$ cat src/rtl/puzzle_ctrl.sv
// puzzle_ctrl: fetch/decode/execute controller for the 15-puzzle ALU; define CTRL_SINGLE_STEP_EN for step/STALL mode
module puzzle_ctrl #(
  parameter int PC_W = 8,
  parameter int NREG = 8
) (
  input  logic            clk,
  input  logic            rst_n,
  input  logic            start,
`ifdef CTRL_SINGLE_STEP_EN
  input  logic            step,
`endif
  output logic            imem_req,
  output logic [PC_W-1:0] imem_addr,
  input  logic            imem_ack,
  input  logic [15:0]     imem_data,
  output logic [4:0]      alu_op,
  output logic [4:0]      alu_ina,
  output logic [4:0]      alu_inb,
  input  logic [4:0]      alu_out,
  input  logic            alu_zf,
  output logic            busy,
  output logic            done,
  output logic            zf_q,
  input  logic [2:0]      dbg_sel,
  output logic [4:0]      dbg_data
);
  localparam logic [4:0] OP_INC     = 5'd1;
  localparam logic [4:0] OP_DEC     = 5'd2;
  localparam logic [4:0] OP_LI      = 5'd3;
  localparam logic [4:0] OP_COPY    = 5'd4;
  localparam logic [4:0] OP_RL      = 5'd5;
  localparam logic [4:0] OP_CARD    = 5'd6;
  localparam logic [4:0] OP_RCOPI1  = 5'd7;
  localparam logic [4:0] OP_RCOPD1  = 5'd8;
  localparam logic [4:0] OP_RCOPI3  = 5'd9;
  localparam logic [4:0] OP_RCOPD3  = 5'd10;
  localparam logic [4:0] OP_RLI1    = 5'd11;
  localparam logic [4:0] OP_RLD1    = 5'd12;
  localparam logic [4:0] OP_RLI3    = 5'd13;
  localparam logic [4:0] OP_RLD3    = 5'd14;
  localparam logic [4:0] OP_REDST30 = 5'd15;
  localparam logic [4:0] OP_COMP    = 5'd16;
  localparam logic [4:0] OP_CHECK   = 5'd17;
  localparam logic [4:0] OP_LESS    = 5'd18;
  localparam logic [4:0] OP_MORE    = 5'd19;
  localparam logic [4:0] OP_AMARIN0 = 5'd20;
  localparam logic [4:0] OP_AMARI1  = 5'd21;
  localparam logic [4:0] OP_CHECK30 = 5'd22;
  localparam logic [4:0] OP_BRZ     = 5'd29;
  localparam logic [4:0] OP_JMP     = 5'd30;
  localparam logic [4:0] OP_HALT    = 5'd31;

  typedef enum logic [2:0] {
    S_IDLE, S_FETCH, S_DECODE, S_EXEC, S_WB, S_HALT, S_STALL
  } state_t;

  // Where the FSM goes once an instruction has retired (WB or resolved branch).
`ifdef CTRL_SINGLE_STEP_EN
  localparam state_t S_NEXT = S_STALL;
`else
  localparam state_t S_NEXT = S_FETCH;
`endif

  state_t          state_q, state_d;
  logic [PC_W-1:0] pc_q, pc_d, pc_inc, tgt;
  logic [15:0]     instr_q;
  logic [4:0]      aop_q, ina_q, inb_q, res_q;
  logic            rzf_q;
  logic [4:0]      rf_q [NREG];
  logic [4:0]      op, imm, ina_d;
  logic [2:0]      rd, rs;
  logic            is_wr, is_flag;

  // Field extraction and op classification of the latched instruction.
  always_comb begin
    op      = instr_q[15:11];
    rd      = instr_q[10:8];
    rs      = instr_q[7:5];
    imm     = instr_q[4:0];
    tgt     = PC_W'(instr_q[7:0]);
    pc_inc  = pc_q + PC_W'(1);
    is_wr   = op inside {OP_INC, OP_DEC, OP_LI, OP_COPY, OP_RL, OP_CARD,
                         OP_RCOPI1, OP_RCOPD1, OP_RCOPI3, OP_RCOPD3,
                         OP_RLI1, OP_RLD1, OP_RLI3, OP_RLD3, OP_REDST30};
    is_flag = op inside {OP_COMP, OP_CHECK, OP_LESS, OP_MORE,
                         OP_AMARIN0, OP_AMARI1, OP_CHECK30};
    ina_d   = op == OP_LI ? imm : (op == OP_INC || op == OP_DEC) ? rf_q[rd] : rf_q[rs];
  end

  // State register.
  always_ff @(posedge clk or negedge rst_n) begin
    if (!rst_n) state_q <= S_IDLE;
    else        state_q <= state_d;
  end

  // Next-state logic; branches and HALT bypass EXEC/WB.
  always_comb begin
    state_d = state_q;
    case (state_q)
      S_IDLE:   if (start) state_d = S_FETCH;
      S_FETCH:  if (imem_ack) state_d = S_DECODE;
      S_DECODE: state_d = op == OP_HALT ? S_HALT :
                          (op == OP_JMP || op == OP_BRZ) ? S_NEXT : S_EXEC;
      S_EXEC:   state_d = S_WB;
      S_WB:     state_d = S_NEXT;
      S_HALT:   if (start) state_d = S_FETCH;
`ifdef CTRL_SINGLE_STEP_EN
      S_STALL:  if (step) state_d = S_FETCH;
`endif
      default:  state_d = S_IDLE;
    endcase
  end

  // Outputs decoded from state and datapath registers.
  always_comb begin
    imem_req  = state_q == S_FETCH;
    imem_addr = pc_q;
    busy      = !(state_q == S_IDLE || state_q == S_HALT);
    done      = state_q == S_HALT;
    alu_op    = aop_q;
    alu_ina   = ina_q;
    alu_inb   = inb_q;
    dbg_data  = rf_q[dbg_sel];
  end

  // Program counter update: restart, branch resolve in DECODE, increment in WB (wraps freely).
  always_comb begin
    pc_d = pc_q;
    if ((state_q == S_IDLE || state_q == S_HALT) && start) pc_d = '0;
    if (state_q == S_DECODE && op == OP_JMP) pc_d = tgt;
    if (state_q == S_DECODE && op == OP_BRZ) pc_d = zf_q ? tgt : pc_inc;
    if (state_q == S_WB) pc_d = pc_inc;
  end

  // Datapath registers: instruction latch, ALU drive, result hold, writeback.
  always_ff @(posedge clk or negedge rst_n) begin
    if (!rst_n) begin
      pc_q    <= '0;
      instr_q <= '0;
      aop_q   <= '0;
      ina_q   <= '0;
      inb_q   <= '0;
      res_q   <= '0;
      rzf_q   <= 1'b0;
      zf_q    <= 1'b0;
      for (int i = 0; i < NREG; i++) rf_q[i] <= '0;
    end else begin
      pc_q <= pc_d;
      if (state_q == S_FETCH && imem_ack) instr_q <= imem_data;
      if (state_q == S_DECODE) begin
        aop_q <= (is_wr || is_flag) ? op : '0;
        ina_q <= ina_d;
        inb_q <= rf_q[rd];
      end
      if (state_q == S_EXEC) begin
        res_q <= alu_out;
        rzf_q <= alu_zf;
      end
      if (state_q == S_WB && is_wr) rf_q[rd] <= res_q;
      if (state_q == S_WB && is_flag) zf_q <= rzf_q;
    end
  end
endmodule

$ cat config.mk
export PLATFORM = sky130hd
export DESIGN_NAME = puzzle_ctrl
export DESIGN_NICKNAME = d
export VERILOG_FILES = /design/src/rtl/puzzle_ctrl.sv
export SDC_FILE = /design/constraint.sdc
export NUM_CORES = 1
export LEC_CHECK = 0
export BUFFER_PORTS_ARGS = -buffer_cell sky130_fd_sc_hd__buf_2
export CAP_MARGIN = 25
export CORE_MARGIN = 2
export CORE_UTILIZATION = 39
export DETAILED_ROUTE_END_ITERATION = 8
export PLACE_DENSITY = 0.56
export SETUP_SLACK_MARGIN = 0.1
export SLEW_MARGIN = 30
export SYNTH_ARGS = -nofsm -noshare
export SYNTH_HDL_FRONTEND = slang
export SYNTH_SLANG_ARGS = --single-unit
$ cat constraint.sdc
create_clock -name clk -period 2.7 [get_ports clk]
set_clock_uncertainty 0.05 [all_clocks]
set_input_delay 0.27 -clock clk [delete_from_list [all_inputs] [get_ports clk]]
set_output_delay 0.27 -clock clk [all_outputs]
set_load 0.05 [all_outputs]
==> results of run 1 <==
[timing repair]
item,4_1_cts,5_1_grt
hold buffers,1,0
endpoints found under the hold margin,49,0
buffers inserted,0,0
[cell families after synthesis]
group           after synthesis  share of synthesized area [%]
fa+ha+maj                     1                         0.2579
compound gates               63                          9.905
buf+inv                      35                          3.250
flops                        89                          45.91
xor+xnor                      2                         0.3612
mux                         106                          29.15
simple gates                 97                          11.17
[synthesized netlist by cell type (3+ instances only)]
cell	n	area share [%]
inv_1	8	0.62
nor2b_1	5	0.64
clkbuf_1	15	1.2
nand2_1	28	2.2
buf_2	9	0.93
a22o_1	5	0.90
o2bb2ai_1	4	0.72
o21ai_0	16	1.7
nand3_1	11	1.1
o22ai_1	5	0.64
mux2i_1	13	2.7
nand3b_1	5	0.77
nand2b_1	5	0.64
mux4_2	21	9.7
o311ai_0	3	0.54
nor2_1	12	0.93
a22oi_1	4	0.62
a221o_1	6	1.2
mux2_2	72	17
and3_1	4	0.52
dfrtp_1	89	46
o31ai_1	3	0.46
nor3b_1	4	0.62
nor3_1	4	0.41
and2_1	5	0.64
a21oi_1	4	0.41
[area by class of cell]
| class | instances | area, µm² |
|---|---|---|
| clock inverter | 3 | 15.01 |
| inverter | 8 | 30.03 |
| multi-input combinational | 269 | 2471 |
| tap | 168 | 210.2 |
| clock buffer | 12 | 266.5 |
| fill | 1113 | 6471 |
| timing repair buffer | 67 | 370.4 |
| sequential | 89 | 2227 |
[final timing paths]
check	start	end	slack, ns	cells past startpoint
worst min-delay path	imem_data[10]	instr_q[10]$_DFFE_PN0P_	0.09	3
min in group asynchronous	rst_n	alu_op[4]$_DFFE_PN0P_	0.46	2
worst max-delay path	state_q[2]$_DFFE_PN0P_	rf_q[13]$_DFFE_PN0P_	0.38	4
max in group asynchronous	rst_n	rf_q[38]$_DFFE_PN0P_	1.50	3
worst max register to register	state_q[2]$_DFFE_PN0P_	rf_q[13]$_DFFE_PN0P_	0.38	4
worst min register to register	alu_op[3]$_DFFE_PN0P_	alu_op[3]$_DFFE_PN0P_	0.41	2
[flip-flops by register name, indices dropped and copies added, names as in the netlist]
signal	cells
instr_q	16
state_q	3
imem_addr	8
res_q	5
rf_q	40
zf_q	1
alu_inb	5
alu_op	5
alu_ina	5
rzf_q	1
[layer usage]
metal  up-vias  share of wire [%]  GRT usage (%)
met1      1725                 44          27.01
met5         -                  0              0
met3        10                6.8          4.498
met4         0                1.1          6.104
li1       1597                  -              -
met2        97                 48          30.76
[where the power goes]
part	switching, mW	internal (mW)	total (mW)
sequential	0.842	1.81	2.65
clock	0.501	0.689	1.19
combinational	1.50	1.18	2.67
total	2.84	3.67	6.51
[worst reg2reg max path, delay by kind of cell (launching register included)]
kind / cells / cell delay, ns
multiplexers: 1 / 0.38
AND/OR/NAND/NOR: 3 / 1.26
flip-flops: 1 / 0.52
==> flow_metrics.tcl, run 1 <==
set metrics [dict create \
    status "completed" \
    clkTransAtPathRegs_ns 0.06 \
    grt_pass1_wl_um 19310 \
    hold_class "in2reg" \
    core_um2 12060 \
    rsz0062_at_grt "no" \
    final_cells 616 \
    syn_area_per_cell_um2 12.34 \
    dieArea_um2 13350 \
    cts.path.max_buffers 2 \
    crit_buf_inv 0 \
    cts_made_buffers 9 \
    cts_root_buffer "clkbuf_16" \
    routedWlPerCell_um 20.11 \
    startpoint_type "flip-flop" \
    first_pass_iters 4 \
    slowest_delay_ns 0.52 \
    cap_violations 0 \
    mostFrequentLayoutCell "dfrtp_1" \
    diodes 0 \
    io_buffers 60 \
    endpoint_kind "flip-flop" \
    synthesis.area_um2 4851 \
    drtIter0Drc 289 \
    hold_ws_ns 0.08795 \
    cpMaxStageDelayCell "dfrtp_1" \
    ys_seq_area_share_pct 45.91 \
    layout_min_cycle_time_ns 2.317 \
    power_mw 6.510 \
    route.detailed.drc 0 \
    groute.usage.overall_pct 19.56 \
    start_util_pct 40.22 \
    cp_top_family "simple AND/OR/NAND/NOR gates" \
    arrival_ns 2.50 \
    finalCritPeriodShare_pct 85.83 \
    required_ns 2.88 \
    ys_seq_elements 89 \
    clock.fmax_mhz 431.5 \
    utilization_pct 46.35 \
    finalMaxSlewViolations 0 \
    p_leak_nw 2.565 \
    grt-ovfl-total 0 \
    place_ws_ns 0.4092 \
    fin_area_um2 5590 \
    hpwl_um 8882 \
    final_cell_mix "dfrtp_1, mux2_2, buf_2" \
    grt_pass1_vias 3421 \
    finalSetupViolCount 0 \
    grt_max_degree 51 \
    ioPinCount 61 \
    syn_nets 423 \
    routabilityCongestion 0.8474 \
    clock_sinks 89 \
    die_y_um 115.5 \
    tns_ns 0 \
    pwr_density_cell_nw_per_um2 1165 \
    irDropWorstVdd_mv 0.5027 \
    slew_headroom_pct 44.26 \
    ys_types 53 \
    layout.nets 474 \
    ant_nets 0 \
    worstSetupPathType "reg2reg" \
    num_vias 3429 \
    async_flop_share_pct 100.0 \
    tightest_slew_ns 0.8361 \
    drive_above_1_share_pct 41.07 \
    synthCells 393 \
    wirelength_um 12390 \
    crit_fanout 10 \
    yosys_warnings 0 \
    vias_per_cell 5.567 \
    hold_viol 0 \
    dpl.cell_count 600 \
    num_rows 40 \
    place_area_um2 5299 \
    area_growth_pct 15.24 \
    antenna_found_initial 0 \
    cts_resized 0 \
    path_cells "or3b_4 > nor3_1 > and3_1 > mux2_2" \
    htreeDepth 3 \
    insertion_delay_ns 0.35 \
    die_x_um 115.5 \
    synth_flop_cell "dfrtp_1" \
    synth-edff-count 0 \
    setup_slack_ns 0.3826 \
    cts_tree "built" \
]
(Power assumes the default switching activity.)
==> run 2, diff against run 1 <==
Settings changed: CORE_UTILIZATION 39 to 58, PLACE_DENSITY 0.56 to 0.79.
==> flow_metrics.tcl, run 2 (synthesized netlist as in run 1, its figures left out) <==
set metrics [dict create \
    startpoint_type "flip-flop" \
    pwr-share-seq_pct 42.4 \
    wirelength_um 11660 \
    layout.nets 473 \
    area_growth_pct 11.74 \
    finalCritPeriodShare_pct 86.51 \
    clock.fmax_mhz 428.1 \
    cts_tree "built" \
    rr_endpoint "rf_q[3]$_DFFE_PN0P_" \
    routedWlPerCell_um 21.09 \
    holdPathStages 3 \
    grt_max_degree 59 \
    layout_min_cycle_time_ns 2.336 \
    arrival_ns 2.53 \
    clkTransAtPathRegs_ns 0.08 \
    p_sw_mw 2.792 \
    tightest_slew_ns 0.8192 \
    place_area_um2 5213 \
    required_ns 2.90 \
    hold_viol 0 \
    ant_nets 0 \
    grt-ovfl-total 0 \
    swShare_pct 44.90 \
    status "completed" \
    start_util_pct 59.34 \
    fillers 640 \
    irDropWorstVdd_mv 0.4422 \
    cts.path.max_buffers 2 \
    power_mw 6.220 \
    largest_reg_flops 40 \
    drive_above_1_share_pct 40.63 \
    finalMaxSlewViolations 0 \
    grt_pass1_vias 3584 \
    tns_ns 0 \
    worstSetupPathType "reg2reg" \
    p_int_mw 3.427 \
    clock_sinks 89 \
    htreeDepth 3 \
    grt_use_met1_pct 36.90 \
    die_y_um 95.45 \
    timing.rr.start "state_q[2]$_DFFE_PN0P_" \
    num_vias 3591 \
    r2r_cells 4 \
    rsz0062_at_grt "no" \
    hold_class "in2reg" \
    combinationalPowerShare_pct 42.6 \
    rrSetupSlack_ns 0.36 \
    utilization_pct 66.30 \
    num_rows 33 \
    drtIter0Drc 275 \
    vias_per_cell 6.494 \
    finalSetupViolCount 0 \
    min_from "imem_data[10]" \
    grt_busiest_layer "met2" \
    path_cells "or3b_4 > nor3_1 > and4_1 > mux2_2" \
    p_leak_nw 2.516 \
    grt_pass1_wl_um 18750 \
    clockPowerShare_pct 15.0 \
    antenna_found_initial 0 \
    hpwl_um 8171 \
    cts_root_buffer "clkbuf_8" \
    cpMaxStageDelayCell "dfrtp_1" \
    groute.usage.overall_pct 27.78 \
    dpl.cell_count 536 \
    grt.met3_usage_pct 5.613 \
    die_x_um 95.45 \
    cap_violations 0 \
    crit_fanout 10 \
    slew_headroom_pct 45.39 \
    cts_resized 0 \
    dieArea_um2 9111 \
    slowest_delay_ns 0.53 \
    route.detailed.drc 0 \
    regMostFlops "rf_q" \
    insertion_delay_ns 0.36 \
    ioPinCount 61 \
    final_cell_mix "dfrtp_1, mux2_2, buf_2" \
    io_buffers 60 \
    met2_usage_pct 43.54 \
    first_pass_iters 5 \
    mostFrequentLayoutCell "dfrtp_1" \
    pwr_density_cell_nw_per_um2 1148 \
    final_cells 553 \
    endpoint_kind "flip-flop" \
    routabilityCongestion 0.8539 \
    diodes 0 \
    cts_made_buffers 9 \
    core_um2 8175 \
    fin_area_um2 5420 \
    whs_endpoint "instr_q[10]$_DFFE_PN0P_" \
]
==> run 2: what timing repair did <==
item / in CTS / in global routing
buffers inserted: 0 / 0
hold endpoints to repair: 57 / 0
hold buffers: 1 / 0
setup endpoints to repair: 0 / 0
==> run 2: layout make-up <==
| cell class | count | area, µm² | share of cell area [%] |
|---|---|---|---|
| Sequential cell | 89 | 2227 | 41.09 |
| Timing Repair Buffer | 66 | 362.8 | 6.694 |
| Clock inverter | 4 | 52.55 | 0.9695 |
| Inverter | 8 | 30.03 | 0.5540 |
| Multi-Input combinational cell | 269 | 2471 | 45.59 |
| Clock buffer | 12 | 145.1 | 2.678 |
| Tap cell | 105 | 131.4 | 2.424 |
==> run 2: how the worst max path moves through the flow <==
stage                         endpoint  depth (start not counted)              startpoint
2_1_floorplan  instr_q[11]$_DFFE_PN0P_                          6  state_q[1]$_DFFE_PN0P_
3_3_place_gp      rf_q[13]$_DFFE_PN0P_                          4  state_q[2]$_DFFE_PN0P_
3_5_place_dp       rf_q[2]$_DFFE_PN0P_                          4  state_q[2]$_DFFE_PN0P_
4_1_cts            rf_q[2]$_DFFE_PN0P_                          4  state_q[2]$_DFFE_PN0P_
5_1_grt            rf_q[2]$_DFFE_PN0P_                          4  state_q[2]$_DFFE_PN0P_
6_report           rf_q[3]$_DFFE_PN0P_                          4  state_q[2]$_DFFE_PN0P_
==> run 2: per-stage QoR <==
step / hold slack, ns / worst slack [ns]
final: 0.07200 / 0.3642
after global placement: 0.3317 / 0.5012
after floorplan: -0.07559 / 0.3253
after detailed placement: 0.3332 / 0.4181
after CTS: 0.06256 / 0.4056
after global routing: 0.07213 / 0.1967
==> run 2: power by group through the flow <==
stage	registers, mW	logic (mW)	clock network, mW
after floorplan	2.55	2.00	0
after global placement	2.60	2.58	0
after detailed placement	2.64	2.63	0
after CTS	2.62	2.65	0.949
after global routing	2.72	2.86	1.01
final	2.64	2.65	0.934
==> run 2: per-layer routing <==
metal  vias to the layer above  wire length (µm)
met1                      1818              4868
met2                       148              5518
met3                        36               841
li1                       1589                 -
met5                         -                 0
met4                         0               433
==> run 2: worst max-delay path: cells and delay by family (launching register included) <==
kind	cells	cell delay, ns
and+or+nand+nor	3	1.26
DFF	1	0.53
muxes	1	0.38
